## src/rtl/rv32i_pkg.sv

```systemverilog
`default_nettype none
// ============================================================================
// Module : rv32i_pkg -- shared loader state encoding and frame constants
// Rev    : 1.0
// ============================================================================
package rv32i_pkg;

  typedef enum logic [2:0] {
    ST_IDLE   = 3'd0,
    ST_LEN_LO = 3'd1,
    ST_LEN_HI = 3'd2,
    ST_DATA   = 3'd3,
    ST_CHECK  = 3'd4
  } loader_state_e;

  localparam int C_LEN_FIELD_BYTES = 2;
  localparam int C_CHK_WIDTH       = 8;
  localparam int C_LEN_WIDTH       = C_LEN_FIELD_BYTES * 8;

  // Modulo-256 running sum of payload bytes.
  function automatic logic [C_CHK_WIDTH-1:0] chk_add(
    input logic [C_CHK_WIDTH-1:0] acc,
    input logic [7:0]             data
  );
    return acc + data;
  endfunction

endpackage
`default_nettype wire

```

## src/rtl/loader_rx_frame.sv

```systemverilog
`default_nettype none
// ============================================================================
// Module : loader_rx_frame -- frame parser FSM with length/index/checksum state
// Rev    : 1.0
// ============================================================================
module loader_rx_frame
  import rv32i_pkg::*;
#(
  parameter int MEMORY_SIZE = 1024,
  parameter int IDX_W       = $clog2(MEMORY_SIZE) + 1
) (
  input  logic             clk_i,
  input  logic             rst_i,
  input  logic             start_i,
  input  logic [7:0]       rx_data_i,
  input  logic             rx_valid_i,
  output logic             rx_ready_o,
  output logic             busy_o,
  output logic             start_ack_o,
  output logic             wr_req_o,
  output logic [IDX_W-1:0] wr_idx_o,
  output logic [7:0]       wr_data_o,
  output logic             done_o,
  output logic             error_o
);

  localparam logic [C_LEN_WIDTH-1:0] C_MAX_LEN = C_LEN_WIDTH'(MEMORY_SIZE);

  loader_state_e              state_q, state_d;
  logic [C_LEN_WIDTH-1:0]     len_q, len_d;
  logic [IDX_W-1:0]           idx_q, idx_d;
  logic [C_CHK_WIDTH-1:0]     acc_q, acc_d;
  logic                       hs;
  logic [C_LEN_WIDTH-1:0]     len_full;
  logic [C_LEN_WIDTH-1:0]     idx_next_ext;

  always_ff @(posedge clk_i or posedge rst_i) begin
    if (rst_i) begin
      state_q <= ST_IDLE;
      len_q   <= '0;
      idx_q   <= '0;
      acc_q   <= '0;
    end else begin
      state_q <= state_d;
      len_q   <= len_d;
      idx_q   <= idx_d;
      acc_q   <= acc_d;
    end
  end

  // Ready is a pure function of the registered state, so it never glitches.
  assign rx_ready_o   = (state_q != ST_IDLE);
  assign busy_o       = (state_q != ST_IDLE);
  assign hs           = rx_valid_i & rx_ready_o;
  assign len_full     = {rx_data_i, len_q[7:0]};
  assign idx_next_ext = {{(C_LEN_WIDTH-IDX_W){1'b0}}, idx_q} + C_LEN_WIDTH'(1);
  assign wr_idx_o     = idx_q;
  assign wr_data_o    = rx_data_i;

  always_comb begin
    state_d     = state_q;
    len_d       = len_q;
    idx_d       = idx_q;
    acc_d       = acc_q;
    start_ack_o = 1'b0;
    wr_req_o    = 1'b0;
    done_o      = 1'b0;
    error_o     = 1'b0;
    case (state_q)
      ST_IDLE: begin
        if (start_i) begin
          start_ack_o = 1'b1;
          len_d       = '0;
          idx_d       = '0;
          acc_d       = '0;
          state_d     = ST_LEN_LO;
        end
      end
      ST_LEN_LO: begin
        if (hs) begin
          len_d[7:0] = rx_data_i;
          state_d    = ST_LEN_HI;
        end
      end
      ST_LEN_HI: begin
        if (hs) begin
          len_d = len_full;
          if (len_full > C_MAX_LEN) begin
            error_o = 1'b1;
            state_d = ST_IDLE;
          end else if (len_full == '0) begin
            state_d = ST_CHECK;
          end else begin
            state_d = ST_DATA;
          end
        end
      end
      ST_DATA: begin
        if (hs) begin
          wr_req_o = 1'b1;
          acc_d    = chk_add(acc_q, rx_data_i);
          idx_d    = idx_q + IDX_W'(1);
          if (idx_next_ext == len_q) begin
            state_d = ST_CHECK;
          end
        end
      end
      ST_CHECK: begin
        if (hs) begin
          if (rx_data_i == acc_q) begin
            done_o = 1'b1;
          end else begin
            error_o = 1'b1;
          end
          state_d = ST_IDLE;
        end
      end
      default: begin
        state_d = ST_IDLE;
      end
    endcase
  end

endmodule
`default_nettype wire

```

## src/rtl/imem_loader.sv

```systemverilog
`default_nettype none
// ============================================================================
// Module : imem_loader -- byte-stream boot loader driving the imem write port
// Rev    : 1.0
// ============================================================================
module imem_loader
  import rv32i_pkg::*;
#(
  parameter int MEMORY_SIZE = 1024,
  parameter int ADDR_WIDTH  = 32
) (
  input  logic                  Clk,
  input  logic                  Reset,
  input  logic                  Start,
  input  logic [7:0]            Rx_Data,
  input  logic                  Rx_Valid,
  output logic                  Rx_Ready,
  output logic                  WR_En,
  output logic [ADDR_WIDTH-1:0] WR_Addr,
  output logic [7:0]            WR_Data,
  output logic                  CPU_Hold,
  output logic                  Done,
  output logic                  Error
);

  localparam int C_IDX_W = $clog2(MEMORY_SIZE) + 1;

  logic               start_ack;
  logic               busy;
  logic               wr_req;
  logic [C_IDX_W-1:0] wr_idx;
  logic [7:0]         wr_byte;
  logic               done_evt;
  logic               error_evt;

  logic               wr_en_q;
  logic [C_IDX_W-1:0] wr_addr_q;
  logic [7:0]         wr_data_q;
  logic               done_q;
  logic               error_q;

  loader_rx_frame #(
    .MEMORY_SIZE (MEMORY_SIZE),
    .IDX_W       (C_IDX_W)
  ) u_rx_frame (
    .clk_i       (Clk),
    .rst_i       (Reset),
    .start_i     (Start),
    .rx_data_i   (Rx_Data),
    .rx_valid_i  (Rx_Valid),
    .rx_ready_o  (Rx_Ready),
    .busy_o      (busy),
    .start_ack_o (start_ack),
    .wr_req_o    (wr_req),
    .wr_idx_o    (wr_idx),
    .wr_data_o   (wr_byte),
    .done_o      (done_evt),
    .error_o     (error_evt)
  );

  // The write lands one cycle after its handshake; the final write therefore
  // overlaps the checksum acceptance cycle while CPU_Hold is still high.
  always_ff @(posedge Clk or posedge Reset) begin
    if (Reset) begin
      wr_en_q   <= 1'b0;
      wr_addr_q <= '0;
      wr_data_q <= '0;
      done_q    <= 1'b0;
      error_q   <= 1'b0;
    end else begin
      wr_en_q <= wr_req;
      if (wr_req) begin
        wr_addr_q <= wr_idx;
        wr_data_q <= wr_byte;
      end
      done_q <= done_evt;
      if (start_ack) begin
        error_q <= 1'b0;
      end else if (error_evt) begin
        error_q <= 1'b1;
      end
    end
  end

  assign WR_En    = wr_en_q;
  assign WR_Addr  = {{(ADDR_WIDTH-C_IDX_W){1'b0}}, wr_addr_q};
  assign WR_Data  = wr_data_q;
  assign CPU_Hold = busy;
  assign Done     = done_q;
  assign Error    = error_q;

endmodule
`default_nettype wire

```

## config.mk

```make
export PLATFORM = sky130hd
export DESIGN_NAME = imem_loader
export DESIGN_NICKNAME = d
export VERILOG_FILES = /design/src/rtl/rv32i_pkg.sv /design/src/rtl/loader_rx_frame.sv /design/src/rtl/imem_loader.sv
export SDC_FILE = /design/constraint.sdc
export NUM_CORES = 1
export LEC_CHECK = 0
export BUFFER_PORTS_ARGS = -buffer_cell sky130_fd_sc_hd__buf_2
export CORE_UTILIZATION = 50
export CTS_CLUSTER_DIAMETER = 30
export DETAILED_ROUTE_END_ITERATION = 6
export PLACE_DENSITY = 0.79
export SETUP_SLACK_MARGIN = 0.3
export SLEW_MARGIN = 40
export SYNTH_ARGS = -nofsm -noshare
export SYNTH_HDL_FRONTEND = slang
export SYNTH_SLANG_ARGS = --single-unit
```

## constraint.sdc

```tcl
create_clock -name Clk -period 5.37 [get_ports Clk]
set_input_delay 0.537 -clock Clk [delete_from_list [all_inputs] [get_ports Clk]]
set_output_delay 0.537 -clock Clk [all_outputs]
set_load 0.01 [all_outputs]
```

After elaboration in Yosys (flattened, before gate mapping)
Index checks and enable logic that the tools add are counted.
{"block": "op_classes", "addsub": 3, "magnitude_cmp": 1, "n_eq_ne": 12, "n_mux": 34, "bitwise": 2, "n_reduce_logical": 11}
{"operator": "16-bit 2-to-1 mux", "count": 2}
{"operator": "8-bit case mux with 2 select lines", "count": 2}
{"operator": "3-bit 2-to-1 mux", "count": 8}
{"operator": "8-bit 2-to-1 mux", "count": 3}
{"operator": "8-bit case mux with 3 select lines", "count": 1}
{"operator": "11-bit 2-to-1 mux", "count": 2}
{"operator": "11-bit case mux with 2 select lines", "count": 1}
{"operator": "16-bit == test", "count": 1}
{"operator": "16-bit by 11-bit greater-than comparator with 1-bit output, second input constant", "count": 1}
{"operator": "16-bit logical NOT", "count": 1}
{"operator": "3-bit case mux with 5 select lines", "count": 1}
{"operator": "1-bit 2-to-1 mux", "count": 13}
{"operator": "11-bit by 1-bit adder with 12-bit output, second input constant", "count": 1}
{"operator": "11-bit by 1-bit adder with 11-bit output, second input constant", "count": 1}
{"operator": "2-bit by 1-bit != test with 1-bit output, second input constant", "count": 5}
{"operator": "8-bit adder", "count": 1}
{"operator": "8-bit == test", "count": 1}
{"operator": "2-bit nonzero test", "count": 4}
{"operator": "3-bit by 2-bit == test with 1-bit output, second input constant", "count": 2}
{"operator": "3-bit AND reduction", "count": 2}
{"operator": "6-bit AND reduction", "count": 1}
{"operator": "4-bit AND reduction", "count": 1}
{"operator": "3-bit by 1-bit == test with 1-bit output, second input constant", "count": 1}
{"operator": "3-bit == test, second input constant", "count": 1}
{"operator": "other kinds (6)", "count": 6}
{"block": "totals", "ff_bits": 60, "input_bits": 12, "output_inout_bits": 45}

Logic depth before layout (Yosys ltp)
{"block": "depth", "ltp_word": 6, "ltp_mapped": 8}

By module
From an unflattened synthesis, not the netlist that was laid out.
{"block": "hier_totals", "hier_cells": 365, "area_unflattened_um2": 3519.6}
{"module": "loader_rx_frame", "n_inst": 1, "cells_each": 298, "area_each_um2": 2511.2, "seq_area_each_um2": 950.9}
{"module": "imem_loader", "n_inst": 1, "cells_each": 67, "area_each_um2": 1008.5, "seq_area_each_um2": 550.5}

Worst setup path after synthesis
OpenSTA, ideal clock, no wires.
{"block": "synth_timing", "path_kind": "register -> register", "start": "register u_rx_frame.idx_q[0] (netlist: u_rx_frame.wr_idx_o[0])", "end": "register u_rx_frame.state_q[0]", "arrival_time_ps": 2001, "setup_slack_ps": 3236, "stages_incl_launch_ff": 9, "path_buffers": 1, "period_less_slack_ps": 2134, "cell_sequence": "dfrtp_1 > ha_1 > and4_4 > buf_6 > nor3b_1 > nor4_2 > nand4_1 > a2111oi_4 > o21ai_1"}
{"block": "synth_between", "elab_chain_len": 4}
{"element": "start, declared", "line_no": "loader_rx_frame.sv:31", "source": "logic [IDX_W-1:0] idx_q, idx_d;"}
{"element": "start signal, assigned", "line_no": "loader_rx_frame.sv:46", "source": "idx_q <= idx_d;"}
{"element": "11-bit by 1-bit adder with 12-bit output", "line_no": "loader_rx_frame.sv:56", "source": "assign idx_next_ext = {{(C_LEN_WIDTH-IDX_W){1'b0}}, idx_q} + C_LEN_WIDTH'(1);"}
{"element": "16-bit == test", "line_no": "loader_rx_frame.sv:103", "source": "if (idx_next_ext == len_q) begin"}
{"element": "2-bit by 1-bit != test with 1-bit output (no line)"}
{"element": "6-bit AND reduction (no line)"}
{"element": "end signal, assigned", "line_no": "loader_rx_frame.sv:44", "source": "state_q <= state_d;"}
{"element": "end, declared", "line_no": "loader_rx_frame.sv:29", "source": "loader_state_e state_q, state_d;"}
Every way passes these cells.
A chain may end at the register's enable or synchronous reset.

Worst setup path after layout
{"block": "layout_timing", "start": "register u_rx_frame.state_q[1]", "end": "register u_rx_frame.idx_q[6] (netlist: u_rx_frame.wr_idx_o[6])"}
{"block": "layout_between", "elab_chain_len": 4, "elab_cells_between_ends": 9, "classes_between": "eq/ne (3); mux (1); bitwise (1); reduce/logical (4)"}
{"element": "3-bit nonzero test", "line_no": "loader_rx_frame.sv:52", "source": "assign rx_ready_o = (state_q != ST_IDLE);"}
{"element": "1-bit bitwise AND", "line_no": "loader_rx_frame.sv:54", "source": "assign hs = rx_valid_i & rx_ready_o;"}
{"element": "2-bit by 1-bit != test with 1-bit output (no line)"}
{"element": "3-bit AND reduction (no line)"}
Parallel ways exist; a longest one is shown, timed or not.

==> run metrics <==
Clock Skews=about 0.0057 ns; CTS tree=yes; post-route ant nets=0; RSZ-0062 raised after global routing=no; final count of negative-setup-slack endpoints=0; Min-Delay Path Class=in2async; cell family with most CP delay=simple AND/OR/NAND/NOR gates; crit path cell chain=nor2b_1, nand3_1, buf_4, inv_2, nor2_2, o21ai_0, o31ai_1; Total GRT Usage=22.77%; global-route wire length before repair=between 10000 and 15000 um; Synth Cell Area=~0.0035 mm^2; largest area contributor in the netlist=dfrtp_1; # IOs=57; Fin. Hold Viols=0; Iter 0 DRT Violations=177; PortBufs=35; Final Cycle Share=49.01%; worst path required time=approximately 5.6 ns; register area share after synthesis=a little over two fifths; commonest cells in the netlist=95 x nand2_1, 60 x dfrtp_1, 33 x o21ai_0, 22 x buf_4, 22 x nor2_1; kind of critical path=reg2reg; Die Width=approximately 85 um; initial antenna violation count=0; vias in the first global route=2631; post-CTS resize count=0; layout cells sized above 1=between 15 and 20%; Clk pin slew, worst setup/hold paths=~0.070 ns; Final min period=2.632 ns; Power Internal=~1.2 mW; htree depth=3; grt ovf=0; largest stage delay on the critical path=slightly below 0.7 ns; largest net degree at the start of global routing=61; hold_buf cts=0; worst flop-to-flop path endpoint=u_rx_frame.wr_idx_o[6]$_DFFE_PP0P_; die area=between 0.007 and 0.008 mm^2; worst slew pin tran=0.8261 ns; routed length per instance=about 15 um; Slew Limit Fails=0; CP max stage cell=nor2_2; Vert. Die Dim=roughly 85 um; worst-path maximum fanout=37; post-synth top area share=between 40% and 50%; max_cap viols=0; worst-skew pair later-pin latency=between 0.3 and 0.4 ns; power per cell area=510.4 mW/mm^2; initial core utilization=~50%; core area=just under 0.007 mm^2; reg-to-reg startpoint=u_rx_frame.state_q[1]$_DFFE_PP0P_; nets@finish=approximately 440; CTS sink cnt=60; Layout area overhead=8.931%; Synth area leaders=dfrtp_1 43%, nand2_1 10%, buf_4 4.8%; WP buf/inv=2; n_diodes=0; post-CTS setup repair buffer count=0; power share of the clock group=about a quarter; Critical Path AT=2.89 ns; Flop pwr share=a little under two fifths; Routed WL=~7600 um; Critical Path Sink Type=register; Synth cell types=54; Sum Neg Setup Slack=0 ns; critical path depth=7; total number of vias=2821; Rows=30; final worst slack=between 2 and 3 ns; Main synth FF type=dfrtp_1; post-synthesis sequential element count=60; CP endpoint=u_rx_frame.wr_idx_o[6]$_DFFE_PP0P_; Post-Place Worst Slack=2.825 ns; detailed placer's ending HPWL=around 5200 um; yosys warns=0; Critical Path Start=u_rx_frame.state_q[1]$_DFFE_PP0P_; switch share=between 30% and 40%; register area=between 0.0015 and 0.002 mm^2; peak supply drop=about 0.32 mV; Pleak=between 1.5 and 2 nW; CTS Buf Count=9; sw power=about 0.73 mW; cells on worst reg2reg path=7; DR pass1 iterations=5; Multi-input gate area=0.001720 mm^2; Reg2Reg Setup Slack=2.74 ns; Root Buffer=clkbuf_8; outcome=complete, no violations; Clock Path Buffers=2; EDFF count, synth=0; most numerous cell in the Yosys netlist=nand2_1; Max Freq=0.3799 GHz; Max-slew headroom=between 40% and 50%; Async S/R FF share, synth=100.0%; Vias/cell=approximately 5.6; Routability Congestion=about 0.92; fillers=~600; Gate power share=between 30 and 40%; crit path launch type=register; Overall Power=just under 2 mW; Synth Instances=approximately 390; synthesized area per cell=8.886 um^2; DR DRC count=0
-- stage by stage --
| stage | area (um^2) | utilization, % | instances | hold WS (ns) |
|---|---|---|---|---|
| 4_1_cts | 3781 | 55.96 | 502 | 0.4179 |
| 2_1_floorplan | 3550 | - | 411 | 0.4502 |
| 5_1_grt | 3785 | 56.02 | 502 | 0.3505 |
| 3_3_place_gp | 3536 | 52.33 | 486 | 0.4565 |
| 6_report | 3785 | 56.02 | 502 | 0.2972 |
| 3_5_place_dp | 3542 | 52.43 | 486 | 0.4602 |
-- placed cells by master, fill, tap and decap left out, types with 8 or more instances in the layout --
cell / synthesis / routed
conb_1: 1 / 21
ha_1: 8 / 8
a22o_1: 11 / 11
xnor2_1: 12 / 12
a21oi_1: 9 / 8
nor2_1: 22 / 21
nand2_1: 95 / 95
clkbuf_8: 1 / 9
buf_2: 7 / 35
o21ai_0: 33 / 33
dfrtp_1: 60 / 60
nand3_1: 8 / 8
xor2_1: 10 / 10
-- worst min path at each step --
stage                                                start  cells past startpoint                            endpoint
final                                                Reset                      3  u_rx_frame.wr_idx_o[8]$_DFFE_PP0P_
after CTS                                            Reset                      3  u_rx_frame.wr_idx_o[0]$_DFFE_PP0P_
after global placement            wr_addr_q[8]$_DFFE_PP0P_                      2            wr_addr_q[8]$_DFFE_PP0P_
after floorplan           u_rx_frame.len_q[13]$_DFFE_PP0P_                      2    u_rx_frame.len_q[13]$_DFFE_PP0P_
after global routing                                 Reset                      3  u_rx_frame.wr_idx_o[8]$_DFFE_PP0P_
after detailed placement          wr_addr_q[8]$_DFFE_PP0P_                      2            wr_addr_q[8]$_DFFE_PP0P_
-- logic make-up after synthesis --
family	after synthesis	share of synthesized area (%)
AOI/OAI and AO/OA	87	16.89
xor gates and xnor gates	22	5.545
adders and majority gates	9	3.457
buffers and inverters	50	9.614
DFF	60	43.21
muxes	1	0.2881
other	1	0.1079
and+or+nand+nor	161	20.89
-- registers in the layout (all words and copies together) (netlist names) --
signal	count
Done	1
Error	1
WR_Data	8
WR_En	1
u_rx_frame.acc_q	8
u_rx_frame.len_q	16
u_rx_frame.state_q	3
u_rx_frame.wr_idx_o	11
wr_addr_q	11
-- power groups by stage --
stage          Sequential (mW)  Clock, mW  Combinational, mW
2_1_floorplan            0.693          0              0.571
3_3_place_gp             0.725          0              0.674
3_5_place_dp             0.735          0              0.695
4_1_cts                  0.729      0.501              0.703
5_1_grt                  0.751      0.520              0.790
6_report                 0.732      0.494              0.706
-- area by class of cell --
cell class | instances | area share (%)
repair buffers | 37 | 5.124
well taps | 80 | 2.645
flip-flops and latches | 60 | 39.67
multi-input cells | 301 | 45.45
clock buffers | 9 | 3.273
clock inverters | 7 | 3.041
inverters | 8 | 0.7934
-- worst register-to-register path, stage by stage (launching register included) --
cell and delay, ns:
dfrtp_1 0.51, nor2b_1 0.22, nand3_1 0.11, buf_4 0.35
inv_2 0.32, nor2_2 0.70, o21ai_0 0.22, o31ai_1 0.10
-- routing by layer --
metal	routed length (um)	track usage [%]	up-vias
met5	0	0	-
met4	223	11.82	0
met3	349	4.086	19
met2	3681	37.32	110
met1	3369	28.98	1329
li1	-	-	1363
Note: power is estimated with default switching activity, not from simulation.
